File: src/rtl/flight_pkg.sv
// Shared flight-control constants: default rate width, throttle ceiling,
// button bit positions and the handshake state encoding.
package flight_pkg;
   localparam int INPUT_WIDTH  = 8;
   localparam int THROTTLE_MAX = 100;
   localparam int NUM_BTNS     = 6;

   localparam int BTN_PITCH_UP = 0;
   localparam int BTN_PITCH_DN = 1;
   localparam int BTN_ROLL_R   = 2;
   localparam int BTN_ROLL_L   = 3;
   localparam int BTN_THR_UP   = 4;
   localparam int BTN_THR_DN   = 5;

   typedef enum logic {
      ST_IDLE  = 1'b0,
      ST_READY = 1'b1
   } hs_state_e;
endpackage

File: src/rtl/pilot_input_debounce.sv
// Two-flop synchroniser plus stability counter for one raw active-low button;
// o_level is the debounced active-high level.
module debounce #(
   parameter int DEBOUNCE_CYCLES = 500000
) (
   input  logic i_clk,
   input  logic i_rst_n,
   input  logic i_btn_n,
   output logic o_level
);
   import flight_pkg::*;

   localparam int CW = $clog2(DEBOUNCE_CYCLES + 1);

   logic          r_sync1;
   logic          r_sync2;
   logic          r_level;
   logic [CW-1:0] r_cnt;
   logic          w_pressed;

   assign w_pressed = ~r_sync2;

   // Level flips only after DEBOUNCE_CYCLES+1 consecutive disagreeing samples.
   always_ff @(posedge i_clk or negedge i_rst_n) begin
      if (!i_rst_n) begin
         r_sync1 <= 1'b1;
         r_sync2 <= 1'b1;
         r_cnt   <= '0;
         r_level <= 1'b0;
      end else begin
         r_sync1 <= i_btn_n;
         r_sync2 <= r_sync1;
         if (w_pressed == r_level) begin
            r_cnt <= '0;
         end else if (r_cnt == CW'(DEBOUNCE_CYCLES)) begin
            r_level <= w_pressed;
            r_cnt   <= '0;
         end else begin
            r_cnt <= r_cnt + CW'(1);
         end
      end
   end

   assign o_level = r_level;
endmodule

File: src/rtl/pilot_input.sv
// Pilot command source: debounced buttons, ramped pitch/roll rates, stepped throttle,
// snapshots served over request_input/input_ready. PILOT_INPUT_AUTOCENTER_EN recentres released axes.
module pilot_input #(
   parameter int INPUT_WIDTH     = flight_pkg::INPUT_WIDTH,
   parameter int DEBOUNCE_CYCLES = 500000,
   parameter int RAMP_TICKS      = 2500000,
   parameter int RATE_STEP       = 5,
   parameter int RATE_MAX        = 45,
   parameter int THROTTLE_STEP   = 10,
   parameter int THROTTLE_RESET  = 50
) (
   input  logic                          clk,
   input  logic                          reset_n,
   input  logic [5:0]                    btn_n,
   input  logic                          request_input,
   output logic                          input_ready,
   output logic signed [INPUT_WIDTH-1:0] pitch_change,
   output logic signed [INPUT_WIDTH-1:0] roll_change,
   output logic [INPUT_WIDTH:0]          throttle,
   output logic [5:0]                    btn_state
);
   import flight_pkg::*;

   localparam int AW  = INPUT_WIDTH + 2;
   localparam int TW  = INPUT_WIDTH + 1;
   localparam int TCW = (RAMP_TICKS > 1) ? $clog2(RAMP_TICKS) : 1;
`ifdef PILOT_INPUT_AUTOCENTER_EN
   localparam bit AUTOCENTER = 1'b1;
`else
   localparam bit AUTOCENTER = 1'b0;
`endif
   localparam logic signed [AW-1:0] RATE_POS = AW'(RATE_MAX);
   localparam logic signed [AW-1:0] RATE_NEG = -AW'(RATE_MAX);
   localparam logic signed [AW-1:0] THR_TOP  = AW'(THROTTLE_MAX);
   localparam logic [TW-1:0]        THR_RST  = TW'(THROTTLE_RESET);

   function automatic logic signed [AW-1:0] axis_target(input logic pos, input logic neg,
                                                         input logic signed [AW-1:0] live);
      if (pos && !neg) return RATE_POS;
      if (neg && !pos) return RATE_NEG;
      return AUTOCENTER ? '0 : live;
   endfunction

   function automatic logic signed [AW-1:0] axis_step(input logic signed [AW-1:0] live,
                                                       input logic signed [AW-1:0] tgt);
      logic signed [AW-1:0] nxt;
      nxt = live;
      if (live < tgt) begin
         nxt = live + AW'(RATE_STEP);
         if (nxt > tgt) nxt = tgt;
      end else if (live > tgt) begin
         nxt = live - AW'(RATE_STEP);
         if (nxt < tgt) nxt = tgt;
      end
      return nxt;
   endfunction

   function automatic logic signed [INPUT_WIDTH-1:0] sat_rate(input logic signed [AW-1:0] v);
      logic signed [AW-1:0] c;
      c = v;
      if (c > RATE_POS)      c = RATE_POS;
      else if (c < RATE_NEG) c = RATE_NEG;
      return c[INPUT_WIDTH-1:0];
   endfunction

   function automatic logic [TW-1:0] thr_step(input logic [TW-1:0] thr, input logic up,
                                              input logic dn);
      logic signed [AW-1:0] v;
      v = $signed({1'b0, thr});
      if (up && !dn)      v = v + AW'(THROTTLE_STEP);
      else if (dn && !up) v = v - AW'(THROTTLE_STEP);
      if (v > THR_TOP)    v = THR_TOP;
      else if (v < 0)     v = '0;
      return v[TW-1:0];
   endfunction

   logic [NUM_BTNS-1:0]          w_btn;
   logic [TCW-1:0]               r_tick_cnt;
   logic                         w_tick;
   logic signed [INPUT_WIDTH-1:0] r_pitch_live;
   logic signed [INPUT_WIDTH-1:0] r_roll_live;
   logic signed [AW-1:0]         w_pitch_ext;
   logic signed [AW-1:0]         w_roll_ext;
   logic [TW-1:0]                r_thr_live;
   logic [1:0]                   r_thr_prev;
   logic                         w_thr_up_rise;
   logic                         w_thr_dn_rise;
   hs_state_e                    r_state;
   hs_state_e                    w_next;
   logic                         w_load;
   logic signed [INPUT_WIDTH-1:0] r_pitch_out;
   logic signed [INPUT_WIDTH-1:0] r_roll_out;
   logic [TW-1:0]                r_thr_out;

   for (genvar g = 0; g < NUM_BTNS; g++) begin : g_db
      debounce #(.DEBOUNCE_CYCLES(DEBOUNCE_CYCLES)) u_db (
         .i_clk   (clk),
         .i_rst_n (reset_n),
         .i_btn_n (btn_n[g]),
         .o_level (w_btn[g])
      );
   end

   assign w_tick = (r_tick_cnt == TCW'(RAMP_TICKS - 1));

   always_ff @(posedge clk or negedge reset_n) begin
      if (!reset_n) r_tick_cnt <= '0;
      else          r_tick_cnt <= w_tick ? '0 : r_tick_cnt + TCW'(1);
   end

   assign w_pitch_ext   = AW'(r_pitch_live);
   assign w_roll_ext    = AW'(r_roll_live);
   assign w_thr_up_rise = w_btn[BTN_THR_UP] & ~r_thr_prev[0];
   assign w_thr_dn_rise = w_btn[BTN_THR_DN] & ~r_thr_prev[1];

   // Live state: axes move only on the ramp tick, throttle on debounced press edges.
   always_ff @(posedge clk or negedge reset_n) begin
      if (!reset_n) begin
         r_pitch_live <= '0;
         r_roll_live  <= '0;
         r_thr_live   <= THR_RST;
         r_thr_prev   <= '0;
      end else begin
         r_thr_prev <= {w_btn[BTN_THR_DN], w_btn[BTN_THR_UP]};
         r_thr_live <= thr_step(r_thr_live, w_thr_up_rise, w_thr_dn_rise);
         if (w_tick) begin
            r_pitch_live <= sat_rate(axis_step(w_pitch_ext,
               axis_target(w_btn[BTN_PITCH_UP], w_btn[BTN_PITCH_DN], w_pitch_ext)));
            r_roll_live  <= sat_rate(axis_step(w_roll_ext,
               axis_target(w_btn[BTN_ROLL_R], w_btn[BTN_ROLL_L], w_roll_ext)));
         end
      end
   end

   always_ff @(posedge clk or negedge reset_n) begin
      if (!reset_n) r_state <= ST_IDLE;
      else          r_state <= w_next;
   end

   always_comb begin
      w_next = r_state;
      w_load = 1'b0;
      case (r_state)
         ST_IDLE: begin
            if (request_input) begin
               w_next = ST_READY;
               w_load = 1'b1;
            end
         end
         ST_READY: begin
            if (!request_input) w_next = ST_IDLE;
         end
      endcase
   end

   // Snapshot registers capture the pre-edge live values on IDLE->READY only.
   always_ff @(posedge clk or negedge reset_n) begin
      if (!reset_n) begin
         r_pitch_out <= '0;
         r_roll_out  <= '0;
         r_thr_out   <= THR_RST;
      end else if (w_load) begin
         r_pitch_out <= r_pitch_live;
         r_roll_out  <= r_roll_live;
         r_thr_out   <= r_thr_live;
      end
   end

   assign input_ready  = (r_state == ST_READY);
   assign pitch_change = r_pitch_out;
   assign roll_change  = r_roll_out;
   assign throttle     = r_thr_out;
   assign btn_state    = w_btn;
endmodule

File: config.mk
export PLATFORM = sky130hd
export DESIGN_NAME = pilot_input
export DESIGN_NICKNAME = d
export VERILOG_FILES = /design/src/rtl/flight_pkg.sv /design/src/rtl/pilot_input_debounce.sv /design/src/rtl/pilot_input.sv
export SDC_FILE = /design/constraint.sdc
export NUM_CORES = 1
export LEC_CHECK = 0
export CORE_MARGIN = 2
export CORE_UTILIZATION = 35
export CTS_BUF_LIST = sky130_fd_sc_hd__clkbuf_2
export CTS_CLUSTER_DIAMETER = 50
export DETAILED_ROUTE_END_ITERATION = 7
export PLACE_DENSITY = 0.57
export SKIP_LAST_GASP = 1
export SLEW_MARGIN = 0
export SYNTH_ARGS = -nofsm -noshare
export SYNTH_HDL_FRONTEND = slang
export SYNTH_SLANG_ARGS = --single-unit
File: constraint.sdc
create_clock -name clk -period 6.84 [get_ports clk]
set_clock_uncertainty 0.1 [all_clocks]
set_input_delay 1.368 -clock clk [delete_from_list [all_inputs] [get_ports clk]]
set_output_delay 1.368 -clock clk [all_outputs]
set_load 0.005 [all_outputs]
==> impl_metrics.json, run 1 <==
{
  "die_y_microns": 194,
  "syn_avg_cell_area_sq_um": 9.21,
  "wl_mm": 28.9,
  "seqCellArea_sq_um": 5150,
  "layout.cells.non_filler": 1941,
  "drv_cap": 0,
  "hpwl_mm": 19.8,
  "drt_iter0_markers": 811,
  "critical_path.startpoint": "r_roll_live[1]",
  "worstPathArrival_ns": 5.44,
  "crit_chain": "inv_1, ha_1, nor2b_1, nor4_1, and2_2, or2_2, ha_1, nand2b_1, o2111ai_1, a21oi_2, or2_1, nor2_1, o311a_2, o41ai_1, a21oi_1, and2_1, a311oi_1",
  "drive_above_1_share": 0.120,
  "reg2regPathDepth": 17,
  "setup_slack_ns": 2.08,
  "hold_viol": 0,
  "vias": 10100,
  "post_cts.repair.setup_buffers": 0,
  "crit_family": "compound AO/OA/AOI/OAI gates",
  "nets": 1499,
  "rows": 69,
  "drt-pass1-iter-count": 5,
  "tns_ns": 0,
  "hp-class": "flop to flop",
  "r2r_end": "r_roll_live[2]",
  "ys_ff_latch": 205,
  "worstReg2RegStart": "r_roll_live[1]",
  "synthArstFlopShare": 1.00,
  "dp_cells": 1829,
  "utilization": 0.391,
  "cts_sinks": 205,
  "cts_buffers": 59,
  "path_clk_slew_ns": 0.10,
  "rsz0062_at_grt": "no",
  "groute.usage.overall": 0.154,
  "ir_drop_uv": 82.7,
  "synth_top_flop_cell": "dfrtp_1",
  "status": "finished clean",
  "yosysUniqueCellTypes": 95,
  "die_area_sq_um": 37800,
  "crit_buf_inv": 1,
  "portBuffers": 39,
  "avgRoutedWirePerCell_microns": 14.9,
  "grt_antenna_before_repair": 1,
  "fin_crit_sh": 0.696,
  "core_sq_um": 35700,
  "power_density_nw_per_um2": 160,
  "cp.required_ns": 7.52,
  "slew_headroom": 0.339,
  "crit_cells": 17,
  "ctsResizeCount": 0,
  "root_buffer": "clkbuf_2",
  "num-fill-cells": 3602,
  "rrSetupSlack_ns": 2.08,
  "die_x_microns": 194,
  "worstSetupPathType": "flop to flop",
  "initial_core_util": 0.356,
  "startpoint_type": "flop",
  "leakage_nw": 5.87,
  "gp_congestion": 0.944,
  "multiInputGateArea_sq_um": 6940,
  "cts_hold_buf": 0,
  "clockBufferDepth": 3,
  "final_max_slew_viol_count": 0,
  "critPathMaxFanout": 11,
  "cts_tree": "yes",
  "clk_latency_ns": 0.89,
  "drc": 0,
  "grt.overflow.total": 0,
  "ys_seq_area_frac": 0.406,
  "max_freq_ghz": 0.210,
  "slowest_stage": "dfrtp_1",
  "critPathMostFrequentCell": "ha_1",
  "endpoint_kind": "flop",
  "synth_edf_count": 0,
  "drtAntennaViolNets": 0,
  "h-tree-depth": 2,
  "setup_viol": 0,
  "synth_warnings": 0,
  "pin_count": 41,
  "area_delta_synth_final_pct": 9.67,
  "syn-cell-area_sq_um": 12700,
  "viasPerCell": 5.19,
  "synth_cells": 1379,
  "first_global_vias": 9812,
  "power.total_mw": 2.23,
  "worst_slew_pin_slew_ns": 0.981,
  "critical_path.max_stage_delay_ns": 0.60,
  "period_needed_ns": 4.76,
  "grt_max_degree": 102,
  "worstSetupEndpoint": "r_roll_live[2]",
  "grt_pass1_wl_mm": 48.8,
  "post-place-ws_ns": 2.11
}
==> placed cells by master, fill, tap and decap left out, types with 61 or more instances in the layout <==
cell,instances
ha_1,61
nand2_1,105
nor2_1,194
nand3_1,77
xor2_1,67
o21ai_0,65
dfrtp_1,187
clkbuf_2,81
xnor2_1,81
inv_1,63
==> worst min-delay path by stage <==
stage	slack, ns	startpoint	cells after the start	end
2_1_floorplan	0.25	g_db[0].u_db.r_sync1	0	g_db[0].u_db.r_sync2
3_3_place_gp	0.25	g_db[5].u_db.r_sync1	0	g_db[5].u_db.r_sync2
3_5_place_dp	0.25	g_db[5].u_db.r_sync1	0	g_db[5].u_db.r_sync2
4_1_cts	0.25	g_db[0].u_db.r_sync1	0	g_db[0].u_db.r_sync2
5_1_grt	0.25	g_db[0].u_db.r_sync1	0	g_db[0].u_db.r_sync2
6_report	0.25	g_db[0].u_db.r_sync1	0	g_db[0].u_db.r_sync2
==> synth_stat cells (11+ instances only) <==
cell | count | share of area
a21oi_1 | 37 | 0.015
nor2_1 | 194 | 0.057
a31oi_1 | 12 | 0.0059
nand4_1 | 26 | 0.013
xor2_1 | 67 | 0.046
or3_1 | 13 | 0.0064
nor2b_1 | 15 | 0.0074
dfstp_2 | 18 | 0.037
nand3_1 | 77 | 0.030
o21ai_0 | 65 | 0.026
ha_1 | 61 | 0.060
and3_1 | 19 | 0.0094
nand2_1 | 105 | 0.031
nor3_1 | 30 | 0.012
clkbuf_1 | 28 | 0.0083
nor4_1 | 11 | 0.0054
o21a_1 | 12 | 0.0071
xnor2_1 | 81 | 0.056
mux2_2 | 14 | 0.012
nor4b_1 | 15 | 0.010
inv_1 | 63 | 0.019
dfrtp_1 | 187 | 0.37
mux2i_1 | 15 | 0.012
==> worst reg2reg max path, delay by kind of cell, from the launching register on <==
| kind | cells | cell delay [ns] |
|---|---|---|
| AO/OA/AOI/OAI | 6 | 1.67 |
| buffers and inverters | 1 | 0.18 |
| AND/OR/NAND/NOR | 8 | 1.63 |
| flip-flops | 1 | 0.60 |
| adder cells (fa/ha/maj) | 2 | 0.51 |
==> layer usage <==
layer / share of wire / track usage / wire length (microns)
met5: 0 / 0 / 0
met4: 0.026 / 0.0573 / 765
met3: 0.054 / 0.0293 / 1570
met2: 0.43 / 0.236 / 12500
met1: 0.49 / 0.216 / 14100
==> power breakdown <==
group | switching [mW] | internal (mW)
Sequential | 0.0169 | 1.23
Clock | 0.543 | 0.367
Combinational | 0.0519 | 0.0266
==> kinds of logic after synthesis <==
logic type | after synthesis | share of synthesized area
AO/OA/AOI/OAI | 231 | 0.129
XOR/XNOR | 148 | 0.102
adder cells (fa/ha/maj) | 71 | 0.0680
buffers and inverters | 124 | 0.0486
flip-flops | 205 | 0.406
multiplexers | 30 | 0.0254
other | 1 | 0.000295
AND/OR/NAND/NOR | 569 | 0.220
==> through the flow <==
| stage | hold WS (ns) | cell area (sq um) |
|---|---|---|
| floorplan | 0.245 | 12700 |
| global placement | 0.247 | 13400 |
| detailed placement | 0.247 | 13400 |
| CTS | 0.253 | 13900 |
| global route | 0.253 | 13900 |
| finish | 0.247 | 13900 |
==> cell type report <==
cell class | count | share of cell area
Inverter | 64 | 0.0173
Timing Repair Buffer | 47 | 0.0327
Tap cell | 461 | 0.0414
Multi-Input combinational cell | 1052 | 0.499
Sequential cell | 205 | 0.370
Clock buffer | 81 | 0.0291
Antenna cell | 2 | 0.000359
Clock inverter | 29 | 0.0106
==> flip-flops by register name (all words and copies together), names as in the netlist <==
signal             flops
g_db.u_db.o_level      6
g_db.u_db.r_sync2      6
g_db.u_db.r_cnt      114
r_roll_live            8
r_thr_live             8
input_ready            1
throttle               8
r_thr_prev             2
pitch_change           8
roll_change            8
r_tick_cnt            22
g_db.u_db.r_sync1      6
r_pitch_live           8
(Power assumes the default switching activity.)
==> inputs of run 2 (changes only) <==
Clock period 6.84 ns to 4.51 ns, I/O delays scaled along.
==> impl_metrics.json, run 2 (synthesized netlist as in run 1, its figures left out) <==
{
  "portBuffers": 39,
  "critical_path.max_stage_delay_ns": 0.63,
  "setup_viol": 0,
  "hpwl_mm": 20.7,
  "area_delta_synth_final_pct": 12.2,
  "grt_max_degree": 95,
  "clockBufferDepth": 3,
  "top_register": "g_db.u_db.r_cnt",
  "viasPerCell": 5.12,
  "post-place-ws_ns": 0.159,
  "critical_path.startpoint": "r_roll_live[3]",
  "largest_registers": "g_db.u_db.r_cnt (114), r_tick_cnt (22)",
  "worst_slew_pin_slew_ns": 0.932,
  "gp_congestion": 0.905,
  "hold_viol": 0,
  "slew_headroom": 0.379,
  "cts_tree": "yes",
  "endpoint_kind": "flop",
  "drc": 0,
  "die_area_sq_um": 37800,
  "rrSetupSlack_ns": 0.29,
  "period_needed_ns": 4.22,
  "drt-pass1-iter-count": 5,
  "reg2regPathDepth": 15,
  "final_common_cell": "nor2_1",
  "core_sq_um": 35700,
  "drtAntennaViolNets": 0,
  "cts_sinks": 205,
  "slowest_stage": "dfrtp_1",
  "pin_count": 41,
  "clk_latency_ns": 0.98,
  "initial_core_util": 0.356,
  "path_clk_slew_ns": 0.10,
  "worstReg2RegStart": "r_roll_live[3]",
  "fin_crit_sh": 0.935,
  "rsz0062_at_grt": "no",
  "grt_pass1_wl_mm": 49.1,
  "leakage_nw": 6.08,
  "root_buffer": "clkbuf_2",
  "r2r_end": "r_roll_live[3]",
  "wl_mm": 29.0,
  "nets": 1535,
  "grt_antenna_before_repair": 2,
  "final_cell_mix": "nor2_1 (194), dfrtp_1 (186), nand2_1 (105)",
  "drt_iter0_markers": 691,
  "hp-class": "flop to flop",
  "tns_ns": 0,
  "power_density_nw_per_um2": 240,
  "cp.required_ns": 5.21,
  "utilization": 0.400,
  "ir_drop_uv": 124,
  "startpoint_type": "flop",
  "max_freq_ghz": 0.237,
  "critPathMaxFanout": 10,
  "drive_above_1_share": 0.149,
  "groute.usage.overall": 0.156,
  "power.total_mw": 3.41,
  "setup_slack_ns": 0.291,
  "worstSetupEndpoint": "r_roll_live[3]",
  "rows": 69,
  "whs_ns": 0.233,
  "die_y_microns": 194,
  "worstPathArrival_ns": 4.92,
  "first_global_vias": 10000,
  "final_cell_area_sq_um": 14200,
  "crit_chain": "inv_1, o21ai_0, o21ai_0, buf_4, ha_1, and3_1, o21ai_0, o2111ai_1, nand2_1, buf_4, mux2_2, nand4b_1, o311ai_2, a311oi_4, a221oi_1",
  "cts_buffers": 57,
  "vias": 10100,
  "postPlaceCellArea_sq_um": 13700,
  "die_x_microns": 194,
  "grt.overflow.total": 0,
  "dp_cells": 1866,
  "largest_register_ffs": 114,
  "critPathMostFrequentCell": "o21ai_0",
  "status": "finished clean",
  "h-tree-depth": 2,
  "worstSetupPathType": "flop to flop",
  "drv_cap": 0,
  "avgRoutedWirePerCell_microns": 14.7,
  "final_max_slew_viol_count": 0,
  "layout.cells.non_filler": 1977
}
-- run 2: how the worst min path moves through the flow --
| stage | startpoint | endpoint | slack [ns] | cells past startpoint |
|---|---|---|---|---|
| after detailed placement | g_db[5].u_db.r_sync1 | g_db[5].u_db.r_sync2 | 0.25 | 0 |
| after global routing | btn_n[2] | g_db[2].u_db.r_sync1 | 0.08 | 1 |
| final | g_db[3].u_db.r_sync1 | g_db[3].u_db.r_sync2 | 0.23 | 0 |
| after CTS | btn_n[2] | g_db[2].u_db.r_sync1 | 0.12 | 1 |
| after global placement | g_db[1].u_db.r_sync1 | g_db[1].u_db.r_sync2 | 0.25 | 0 |
| after floorplan | g_db[0].u_db.r_sync1 | g_db[0].u_db.r_sync2 | 0.25 | 0 |
-- run 2: critical path, delay by kind of cell, from the launching register on --
kind            cells  cell delay, ns
fa+ha+maj           1            0.30
flops               1            0.63
compound gates      7            1.66
buf+inv             3            0.49
simple gates        3            0.51
mux                 1            0.38
-- run 2: final cells by class --
type / instances / area, sq um
diodes: 3 / 7.51
clock inverters: 16 / 98.8
flip-flops and latches: 205 / 5150
clock buffers: 91 / 455
multi-input cells: 1052 / 6960
repair buffers: 85 / 756
well taps: 461 / 577
inverters: 64 / 240
fillers: 3526 / 21400
-- run 2: routing by layer --
metal | track usage | wire, microns
met1 | 0.211 | 13800
met2 | 0.240 | 12800
met3 | 0.0385 | 1720
met4 | 0.0581 | 707
met5 | 0 | 0
-- run 2: power by group --
group | switching [mW] | internal, mW
Sequential | 0.0258 | 1.87
Combinational | 0.0789 | 0.0428
Clock | 0.802 | 0.599
Total | 0.907 | 2.51
-- run 2: repair_timing --
item | 4_1_cts | 5_1_grt
endpoints found under the setup margin | 0 | 4
hold buffers | 1 | 0
resized for setup | 0 | 4
endpoints found under the hold margin | 63 | 0
buffers inserted | 0 | 0
==> inputs of run 3 (changes only) <==
Settings changed: SETUP_SLACK_MARGIN set to 0.3.
==> impl_metrics.json, run 3 (synthesized netlist as in run 1, its figures left out) <==
{
  "clk_latency_ns": 0.97,
  "largest_registers": "g_db.u_db.r_cnt (114), r_tick_cnt (22)",
  "endpoint_kind": "flop",
  "num-fill-cells": 3524,
  "path_clk_slew_ns": 0.11,
  "largest_register_ffs": 114,
  "crit_chain": "inv_1, ha_1, nor2b_2, nor4_2, and2_2, or2_2, ha_1, nand2b_1, o2111ai_1, a21oi_2, or2_4, nor2_1, o311a_2, o41ai_4, a21oi_1, and2_1, a311oi_1",
  "power_density_nw_per_um2": 237,
  "status": "finished clean",
  "first_global_vias": 10000,
  "grt.overflow.total": 0,
  "cts_tree": "yes",
  "critPathMaxFanout": 9,
  "drv_cap": 0,
  "cts_sinks": 205,
  "slowest_stage": "o311a_2",
  "final_cell_area_sq_um": 14400,
  "vias": 10200,
  "tns_ns": 0,
  "die_y_microns": 194,
  "hold_viol": 0,
  "startpoint_type": "flop",
  "die_area_sq_um": 37800,
  "post-place-ws_ns": 0.159,
  "rsz0062_at_grt": "yes",
  "avgRoutedWirePerCell_microns": 14.8,
  "crit_buf_inv": 1,
  "rows": 69,
  "final_max_slew_viol_count": 0,
  "leakage_nw": 6.17,
  "critical_path.max_stage_delay_ns": 0.41,
  "postPlaceCellArea_sq_um": 13700,
  "core_sq_um": 35700,
  "grt_max_degree": 95,
  "layout.cells.non_filler": 1982,
  "utilization": 0.404,
  "initial_core_util": 0.356,
  "cp.required_ns": 5.24,
  "drtAntennaViolNets": 0,
  "hpwl_mm": 20.7,
  "clockBufferDepth": 3,
  "pin_count": 41,
  "drt_iter0_markers": 637,
  "max_freq_ghz": 0.244,
  "cts_buffers": 57,
  "whs_ns": 0.228,
  "nets": 1541,
  "h-tree-depth": 2,
  "hp-class": "flop to flop",
  "root_buffer": "clkbuf_2",
  "worstSetupPathType": "flop to flop",
  "slew_headroom": 0.378,
  "ir_drop_uv": 124,
  "setup_slack_ns": 0.418,
  "final_common_cell": "nor2_1",
  "grt_antenna_before_repair": 2,
  "die_x_microns": 194,
  "drt-pass1-iter-count": 6,
  "final_cell_mix": "nor2_1 (193), dfrtp_1 (182), nand2_1 (105)",
  "groute.usage.overall": 0.156,
  "drive_above_1_share": 0.165,
  "drc": 0,
  "fin_crit_sh": 0.907,
  "viasPerCell": 5.13,
  "period_needed_ns": 4.09,
  "gp_congestion": 0.905,
  "critPathMostFrequentCell": "ha_1",
  "multiInputGateArea_sq_um": 7060,
  "wl_mm": 29.3,
  "power.total_mw": 3.41,
  "top_register": "g_db.u_db.r_cnt",
  "grt_pass1_wl_mm": 49.0,
  "seqCellArea_sq_um": 5160,
  "setup_viol": 0,
  "portBuffers": 39,
  "dp_cells": 1866,
  "worst_slew_pin_slew_ns": 0.933,
  "crit_family": "compound AO/OA/AOI/OAI gates",
  "area_delta_synth_final_pct": 13.4,
  "worstPathArrival_ns": 4.82
}
run 3: layout make-up:
| class | instances | share of cell area |
|---|---|---|
| well taps | 461 | 0.0401 |
| multi-input cells | 1052 | 0.491 |
| clock inverters | 16 | 0.00686 |
| clock buffers | 91 | 0.0316 |
| repair buffers | 91 | 0.0556 |
| flip-flops and latches | 205 | 0.358 |
| diodes | 2 | 0.000348 |
| inverters | 64 | 0.0167 |
run 3: power breakdown:
group	total, mW	internal (mW)	switching [mW]
logic	0.122	0.0428	0.0791
registers	1.89	1.87	0.0257
clock network	1.40	0.599	0.800
total	3.41	2.51	0.905
run 3: what timing repair did:
action                                  CTS  global route
resized for setup                         2            26
pin swaps                                 0             2
buffers inserted                          0             6
endpoints found under the setup margin    4            12
hold endpoints to repair                 63             0
gates cloned                              0             0
hold buffers                              1             0
run 3: worst paths after layout:
path | start | endpoint | slack (ns) | cells after the start
worst min-delay path | g_db[3].u_db.r_sync1 | g_db[3].u_db.r_sync2 | 0.23 | 0
max in group asynchronous | reset_n | g_db[1].u_db.r_sync1 | 2.92 | 3
min in group asynchronous | reset_n | g_db[2].u_db.r_cnt[8] | 0.39 | 2
worst max register to register | r_roll_live[1] | r_roll_live[2] | 0.42 | 17
worst min register to register | g_db[3].u_db.r_sync1 | g_db[3].u_db.r_sync2 | 0.23 | 0
worst max-delay path | r_roll_live[1] | r_roll_live[2] | 0.42 | 17
run 3: per-layer routing:
layer,part of all wire,up-vias,GRT usage
met5,0,-,0
met4,0.021,0,0.0573
met3,0.061,51,0.0385
met2,0.45,239,0.241
met1,0.47,4832,0.211
li1,-,5039,-
